--- src/rtl/pipe_adder.sv ---
// pipe_adder: two-stage pipelined adder with valid/ready handshakes on both
// sides and an optional accumulate mode.
// Stage S1 holds the low-half sum, the low-half carry and the two high
// operand halves. Stage S2 is the output register. It adds the high halves
// and the low carry.
// The accumulator is updated when an accumulate result is loaded into S2.
// A new accumulate beat is held off while an earlier accumulate beat is
// still in S1 or S2. This guarantees that every accumulate beat reads an
// up-to-date accumulator.
module pipe_adder #(
    parameter int WIDTH  = 8,
    parameter bit ACC_EN = 1'b1
) (
    input  logic             clk,
    input  logic             rst_n,
    input  logic             in_valid,
    output logic             in_ready,
    input  logic [WIDTH-1:0] a,
    input  logic [WIDTH-1:0] b,
    input  logic             cin,
    input  logic             mode,
    input  logic             acc_clr,
    output logic             out_valid,
    input  logic             out_ready,
    output logic [WIDTH-1:0] sum,
    output logic             cout,
    output logic             ovf
);

    localparam int H = WIDTH / 2;

    // S1 state
    logic             s1_valid_reg;
    logic             s1_acc_reg;
    logic             s1_lc_reg;
    logic [H-1:0]     s1_lo_reg;
    logic [H-1:0]     s1_xhi_reg;
    logic [H-1:0]     s1_yhi_reg;

    // S2 (output register) state
    logic             out_valid_reg;
    logic             s2_acc_reg;
    logic [WIDTH-1:0] sum_reg;
    logic             cout_reg;
    logic             ovf_reg;

    logic [WIDTH-1:0] acc_reg;

    // Handshake and datapath nets
    logic             eff_mode;
    logic             s2_load;
    logic             s1_free;
    logic             hazard;
    logic             in_fire;
    logic [WIDTH-1:0] acc_rd;
    logic [WIDTH-1:0] op_x;
    logic [WIDTH-1:0] op_y;
    logic             c_in;
    logic [H:0]       lo_full;
    logic [H:0]       hi_full;
    logic [WIDTH-1:0] new_sum;
    logic             new_ovf;

    // Handshake logic, operand selection and both half-adders.
    always_comb begin
        eff_mode = ACC_EN & mode;
        s2_load  = s1_valid_reg && (!out_valid_reg || out_ready);
        s1_free  = !s1_valid_reg || s2_load;
        hazard   = eff_mode && ((s1_valid_reg && s1_acc_reg) ||
                                (out_valid_reg && s2_acc_reg));
        in_ready = rst_n && s1_free && !hazard;
        in_fire  = in_valid && in_ready;

        // A beat that is accepted in the same cycle as a clear sees the
        // cleared accumulator.
        acc_rd   = acc_clr ? '0 : acc_reg;
        op_x     = eff_mode ? acc_rd : a;
        op_y     = eff_mode ? a : b;
        c_in     = eff_mode ? 1'b0 : cin;
        lo_full  = {1'b0, op_x[H-1:0]} + {1'b0, op_y[H-1:0]} + {{H{1'b0}}, c_in};

        hi_full  = {1'b0, s1_xhi_reg} + {1'b0, s1_yhi_reg} + {{H{1'b0}}, s1_lc_reg};
        new_sum  = {hi_full[H-1:0], s1_lo_reg};
        new_ovf  = (s1_xhi_reg[H-1] == s1_yhi_reg[H-1]) &&
                   (hi_full[H-1] != s1_xhi_reg[H-1]);
    end

    // S1 register: refill whenever it is empty or its beat moves to S2.
    always_ff @(posedge clk or negedge rst_n) begin
        if (!rst_n) begin
            s1_valid_reg <= 1'b0;
            s1_acc_reg   <= 1'b0;
            s1_lc_reg    <= 1'b0;
            s1_lo_reg    <= '0;
            s1_xhi_reg   <= '0;
            s1_yhi_reg   <= '0;
        end else if (s1_free) begin
            s1_valid_reg <= in_fire;
            if (in_fire) begin
                s1_acc_reg <= eff_mode;
                s1_lc_reg  <= lo_full[H];
                s1_lo_reg  <= lo_full[H-1:0];
                s1_xhi_reg <= op_x[WIDTH-1:H];
                s1_yhi_reg <= op_y[WIDTH-1:H];
            end
        end
    end

    // S2 output register: load from S1 or drain. Hold while stalled.
    always_ff @(posedge clk or negedge rst_n) begin
        if (!rst_n) begin
            out_valid_reg <= 1'b0;
            s2_acc_reg    <= 1'b0;
            sum_reg       <= '0;
            cout_reg      <= 1'b0;
            ovf_reg       <= 1'b0;
        end else if (s2_load) begin
            out_valid_reg <= 1'b1;
            s2_acc_reg    <= s1_acc_reg;
            sum_reg       <= new_sum;
            cout_reg      <= hi_full[H];
            ovf_reg       <= new_ovf;
        end else if (out_ready) begin
            out_valid_reg <= 1'b0;
        end
    end

    generate
        if (ACC_EN) begin : g_acc
            // Accumulator: a clear takes priority over an accumulate result
            // loaded into S2 in the same cycle.
            always_ff @(posedge clk or negedge rst_n) begin
                if (!rst_n) begin
                    acc_reg <= '0;
                end else if (acc_clr) begin
                    acc_reg <= '0;
                end else if (s2_load && s1_acc_reg) begin
                    acc_reg <= new_sum;
                end
            end
        end else begin : g_no_acc
            assign acc_reg = '0;
        end
    endgenerate

    assign out_valid = out_valid_reg;
    assign sum       = sum_reg;
    assign cout      = cout_reg;
    assign ovf       = ovf_reg;

endmodule

--- config.mk ---
export PLATFORM = sky130hd
export DESIGN_NAME = pipe_adder
export DESIGN_NICKNAME = d
export VERILOG_FILES = /design/src/rtl/pipe_adder.sv
export SDC_FILE = /design/constraint.sdc
export NUM_CORES = 1
export LEC_CHECK = 0
export ABC_AREA = 1
export CORE_ASPECT_RATIO = 1.75
export CORE_MARGIN = 5
export CORE_UTILIZATION = 40
export CTS_CLUSTER_DIAMETER = 200
export DETAILED_ROUTE_END_ITERATION = 10
export SLEW_MARGIN = 20
export SYNTH_ARGS = -nofsm -noshare
export SYNTH_HDL_FRONTEND = slang
export SYNTH_SLANG_ARGS = --single-unit
--- constraint.sdc ---
create_clock -name clk -period 2.15 [get_ports clk]
set_input_delay 0.43 -clock clk [delete_from_list [all_inputs] [get_ports clk]]
set_output_delay 0.43 -clock clk [all_outputs]
set_load 0.02 [all_outputs]
* Yosys cells after proc, flatten, opt, wreduce, memory -nomap -nowiden *
Index checks and enable logic that the tools add are counted.

cells by class
  $add $sub $neg = 4
  equal/unequal tests = 2
  muxes and demuxes = 8
  reduce and logical (&&, ||, !) cells = 18

operator list
  cell                   count
  two-way mux 8 bit      5
  adder 4 x 4 -> 5 bit   2
  adder 5 x 1 -> 5 bit   2
  logical AND 1 bit      9
  nonzero test 2 bit     2
  logical NOT 1 bit      3
  logical OR 1 bit       3
  two-way mux 1 bit      3
  AND reduction 2 bit    1
  equality test 1 bit    1
  inequality test 1 bit  1

word-level totals
  register bits after elaboration = 35
  input port bits = 23
  output and inout port bits = 12
  word-level logic and storage cells = 44

* Depth between registers and ports, before layout *
  word-level depth = 8
  gate-level depth with buffers = 11
  mapped depth without buffers = 11

* Worst setup path before layout *
Ideal clock, no wire load.

  path kind = input-to-reg
  start point = input mode
  end point = register s1_lo_reg[2]
  setup time = 0.117 ns
  arrival time = 1.905 ns
  required time = 2.033 ns
  setup slack = 0.128 ns
  stages = 8
  path buffers = 1
  cell sequence = inv_1 -> buf_2 -> a21oi_1 -> fa_1 -> fa_1 -> xnor2_1 -> nand4_1 -> nand2_1

on the way
  longest elaborated chain between the ends = 5
  elaborated cells between the ends (all ways) = 10
  those cells by class = 2 x add/sub; 3 x mux; 5 x reduce/logical

ends and longest elaborated chain
  item                                                                          line  source
  start, declared                                                               21    input logic mode,
  parallel branches: the longest is 5 deep, another holds adder 4 x 4 -> 5 bit  n/a
  end signal, assigned                                                          102   s1_lo_reg <= lo_full[H-1:0];
  end, declared                                                                 36    logic [H-1:0] s1_lo_reg;

Several ways; the timed one is not identified.
A chain may end at the register's enable or synchronous reset.

* Final worst setup path *
  start point = input acc_clr
  end point = register s1_lo_reg[1]

on the way
  longest elaborated chain between the ends = 4

ends and longest elaborated chain
  item                  line  source
  start, declared       22    input logic acc_clr,
  two-way mux 8 bit     76    acc_rd = acc_clr ? '0 : acc_reg;
  two-way mux 8 bit     77    op_x = eff_mode ? acc_rd : a;
  adder 4 x 4 -> 5 bit  80    lo_full = {1'b0, op_x[H-1:0]} + {1'b0, op_y[H-1:0]} + {{H{1'b0}}, c_in};
  adder 5 x 1 -> 5 bit  80

No other way between the ends.

==> implementation parameters <==
Parameter                              Value

Outcome
  Outcome    complete, no violations

Place
  Total cell area at the placement stage    ~2400 sq um
  Number of placed cells counting well taps    338
  Detailed-placement wirelength estimate    ~3500 um
  Count of input and output buffers    34
  Gpl congestion    0.8576
  Pre-CTS setup slack    -0.3701 ns

Detailed routing
  Antenna Violating Nets Remaining    0
  Post-detailed-routing wire length    4326 um
  Vias per cell    4.746
  Detailed-route via count    1642
  Initial DRC count    56
  Wirelength per Cell    12.50 um
  First drt pass iteration count    4
  DRC    0

Power and ir drop
  Switching power total    0.0007729 W
  Static leakage    1.343 nW
  Clk pwr share    0.259
  Maximum vdd drop    between 500 and 600 uV
  Power per standard cell area    923.9 nW/um^2
  Share of total power consumed by net switching    0.3289
  Cell internal pwr    0.001577 W
  Portion of total power attributed to sequential cells    0.391
  Logic pwr share    0.350

Floorplan
  DIE WIDTH    62.07 um
  Area of the die    between 6000 and 7000 sq um
  IO Pins    35
  Cell row count    33
  Initial standard-cell utilization of the core    0.4068
  Die span in y    101.1 um
  Area of the core region    4666 sq um

Logic synthesis
  Mapped Avg Cell Area    7.942 sq um
  Leading area contributor after synthesis    dfrtp_1
  Flip-flop cell with the highest count after synthesis    dfrtp_1
  Number of enable-type register cells in the synthesized netlist    0
  Synth warnings    0
  Synth Net Count    272
  Sequential area share after synthesis    0.4614
  Synth area leaders    dfrtp_1 46%, nand2_1 19%, inv_1 6.7%, fa_1 4.2%, o21ai_0 4.2%
  Post-synth ARST share    1.000
  Number of library cell types mapped by synthesis    23
  Top-area cell type share of the netlist area    0.4614
  Gate Count Post-Synth    239
  Syn Std Cell Area    approximately 1900 sq um
  Post-synthesis sequential element count    35

Layout
  Register area    875.8 sq um
  Fillers    about 450
  Final instance area    around 2500 sq um
  Non-filler cells, final    346
  Area added between synthesis and finish    34.01%
  Layout cell share with drive strength beyond 1    0.1224
  Antenna diode instance count    0
  Multi-input combinational cell area    868.3 sq um
  Number of nets in the layout    ~330

CTS
  Buffer levels on the longest clock path    2
  Clock network latency to the later pin of the worst-skew pair    ~0.28 ns
  Hold_buf cts    0
  Clock root cell    clkbuf_8
  TritonCTS Sinks    35
  CTS tree    built
  H-Tree Depth    2
  Inserted Clock Buffers    5
  Clock-pin slew on the worst setup and hold paths    0.07 ns

Setup path
  Crit start category    input pin
  CP max-delay cell    fa_2
  Setup CP Type    input pin to register
  CP Cell Sequence    clkdlybuf4s50_1 > inv_2 > nand2_1 > nor2_1 > a21oi_1 > fa_2 > fa_2 > inv_1 > nand4_1 > nand2_1
  Worst path required time    2.33 ns
  Slowest cell delay on critical path    0.52 ns
  Element type at the critical path end    register
  Data arrival time of the worst path    2.22 ns
  Maximum fanout count along the critical path    2

Global route
  Largest net degree at the start of global routing    36
  Antenna violations before repair    0
  Vias in the first global route    1714
  Global-route wire length before repair    7569 um
  Global routing usage summed across all routing layers    0.1602
  Global route total overflow    0

Timing
  Final Cycle Share    0.9502
  Worst Skew    0.003608 ns
  Post-route minimum period    between 2 and 2.5 ns
  Worst-case setup margin in the final layout    0.1071 ns
  Pins over their slew limit    0
  Fin. Hold Viols    0
  Remaining max-slew budget at the tightest pin    0.6698
  Maximum frequency from static timing analysis    489.5 MHz
  Setup repair after global routing missed its margin    false
  Worst slew pin tran    0.4942 ns
  Total of endpoints with negative setup slack in the final report    0

Hold path
  Kind of path behind the tightest hold check    register to register

Job
  Number of violations of the max-capacitance limit    0
==> synth_stat cells (all sizes together), types with 2 or more instances <==
library cell,count
o22ai,6
inv,35
fa,4
nand3,10
xnor2,2
nand4,9
nand2,95
nor2,6
dfrtp,35
ha,6
buf,5
o21ai,16
a21oi,5
==> worst max-delay path: cells and delay by family <==
family          cells  cell delay [ns]
simple gates        4             0.27
compound gates      1             0.06
fa+ha+maj           2             0.88
buf+inv             3             0.57
==> area by class of cell <==
cell class	instances	area share
clock inverter	2	0.01377
multi-input combinational	164	0.3414
clock buffer	6	0.03246
inverter	35	0.05165
tap	52	0.02558
sequential	35	0.3443
timing repair buffer	52	0.1909
==> power groups by stage <==
stage / registers [W] / logic [W] / clock network (W)
3_5_place_dp: 0.000931 / 0.000833 / 0
2_1_floorplan: 0.00103 / 0.000361 / 0
5_1_grt: 0.000944 / 0.000929 / 0.000650
4_1_cts: 0.000919 / 0.000835 / 0.000623
3_3_place_gp: 0.000925 / 0.000822 / 0
6_report: 0.000918 / 0.000823 / 0.000609
==> what timing repair did <==
action,CTS,global route
endpoints found under the setup margin,4,4
gates cloned,0,0
gates resized for setup,4,2
setup buffers,0,0
pin swaps,0,1
==> cell families (layout without fill, tap and decap cells) <==
kind of cell | count (synthesis) | count (layout) | share of synthesized area
buf+inv | 40 | 95 | 0.08569
mux | 1 | 1 | 0.005274
xor+xnor | 2 | 2 | 0.009230
compound gates | 29 | 29 | 0.08306
flops | 35 | 35 | 0.4614
fa+ha+maj | 10 | 10 | 0.08174
simple gates | 122 | 122 | 0.2736
==> stage by stage <==
stage | hold slack (ns) | utilization | total power, W | TNS (ns)
floorplan | 0.1344 | - | 0.001386 | 0
global placement | 0.4620 | 0.5186 | 0.001747 | -1.245
detailed placement | 0.4621 | 0.5186 | 0.001764 | -1.493
CTS | 0.4788 | 0.5444 | 0.002378 | 0
global route | 0.5127 | 0.5452 | 0.002523 | 0
finish | 0.4788 | 0.5452 | 0.002350 | 0
==> layout by cell type (no fill, tap or decap) <==
cell type | synthesis | routed
clkinv_2 | 0 | 1
xnor2_1 | 2 | 2
clkbuf_8 | 0 | 6
nand2_1 | 94 | 94
buf_4 | 0 | 17
dfrtp_1 | 35 | 35
dlygate4sd2_1 | 0 | 2
ha_1 | 6 | 6
fa_1 | 4 | 2
o22ai_1 | 6 | 6
o21ai_0 | 16 | 16
nor2_2 | 1 | 1
inv_1 | 34 | 33
inv_2 | 1 | 2
mux2i_1 | 1 | 1
fa_2 | 0 | 2
a21oi_1 | 5 | 4
nand3_1 | 8 | 8
or2_2 | 1 | 1
nand3_2 | 2 | 2
bufinv_16 | 0 | 1
a21oi_2 | 0 | 1
nor2_1 | 5 | 5
nand4_1 | 9 | 9
buf_12 | 0 | 1
o21a_1 | 1 | 1
o211ai_1 | 1 | 1
nand2_4 | 1 | 1
clkdlybuf4s50_1 | 0 | 32
nand3b_1 | 1 | 1
==> metal layers <==
layer  track usage  share of wire
met1        0.1866           0.42
met3       0.03333          0.037
met5             0              0
met4       0.06373          0.018
met2        0.2748           0.52
==> path summary, 6_finish.rpt <==
check / startpoint / end / slack (ns) / cells past startpoint
setup / recovery: acc_clr / s1_lo_reg[1] / 0.11 / 10
hold / removal: s1_lo_reg[1] / s1_lo_reg[1] / 0.48 / 2
setup reg to reg: acc_reg[0] / s1_lo_reg[1] / 0.43 / 8
hold reg to reg: s1_lo_reg[1] / s1_lo_reg[1] / 0.48 / 2
max in group asynchronous: rst_n / sum[7] / 1.15 / 3
min in group asynchronous: rst_n / s1_valid_reg / 0.68 / 3
Power figures use the tool's default switching activity.
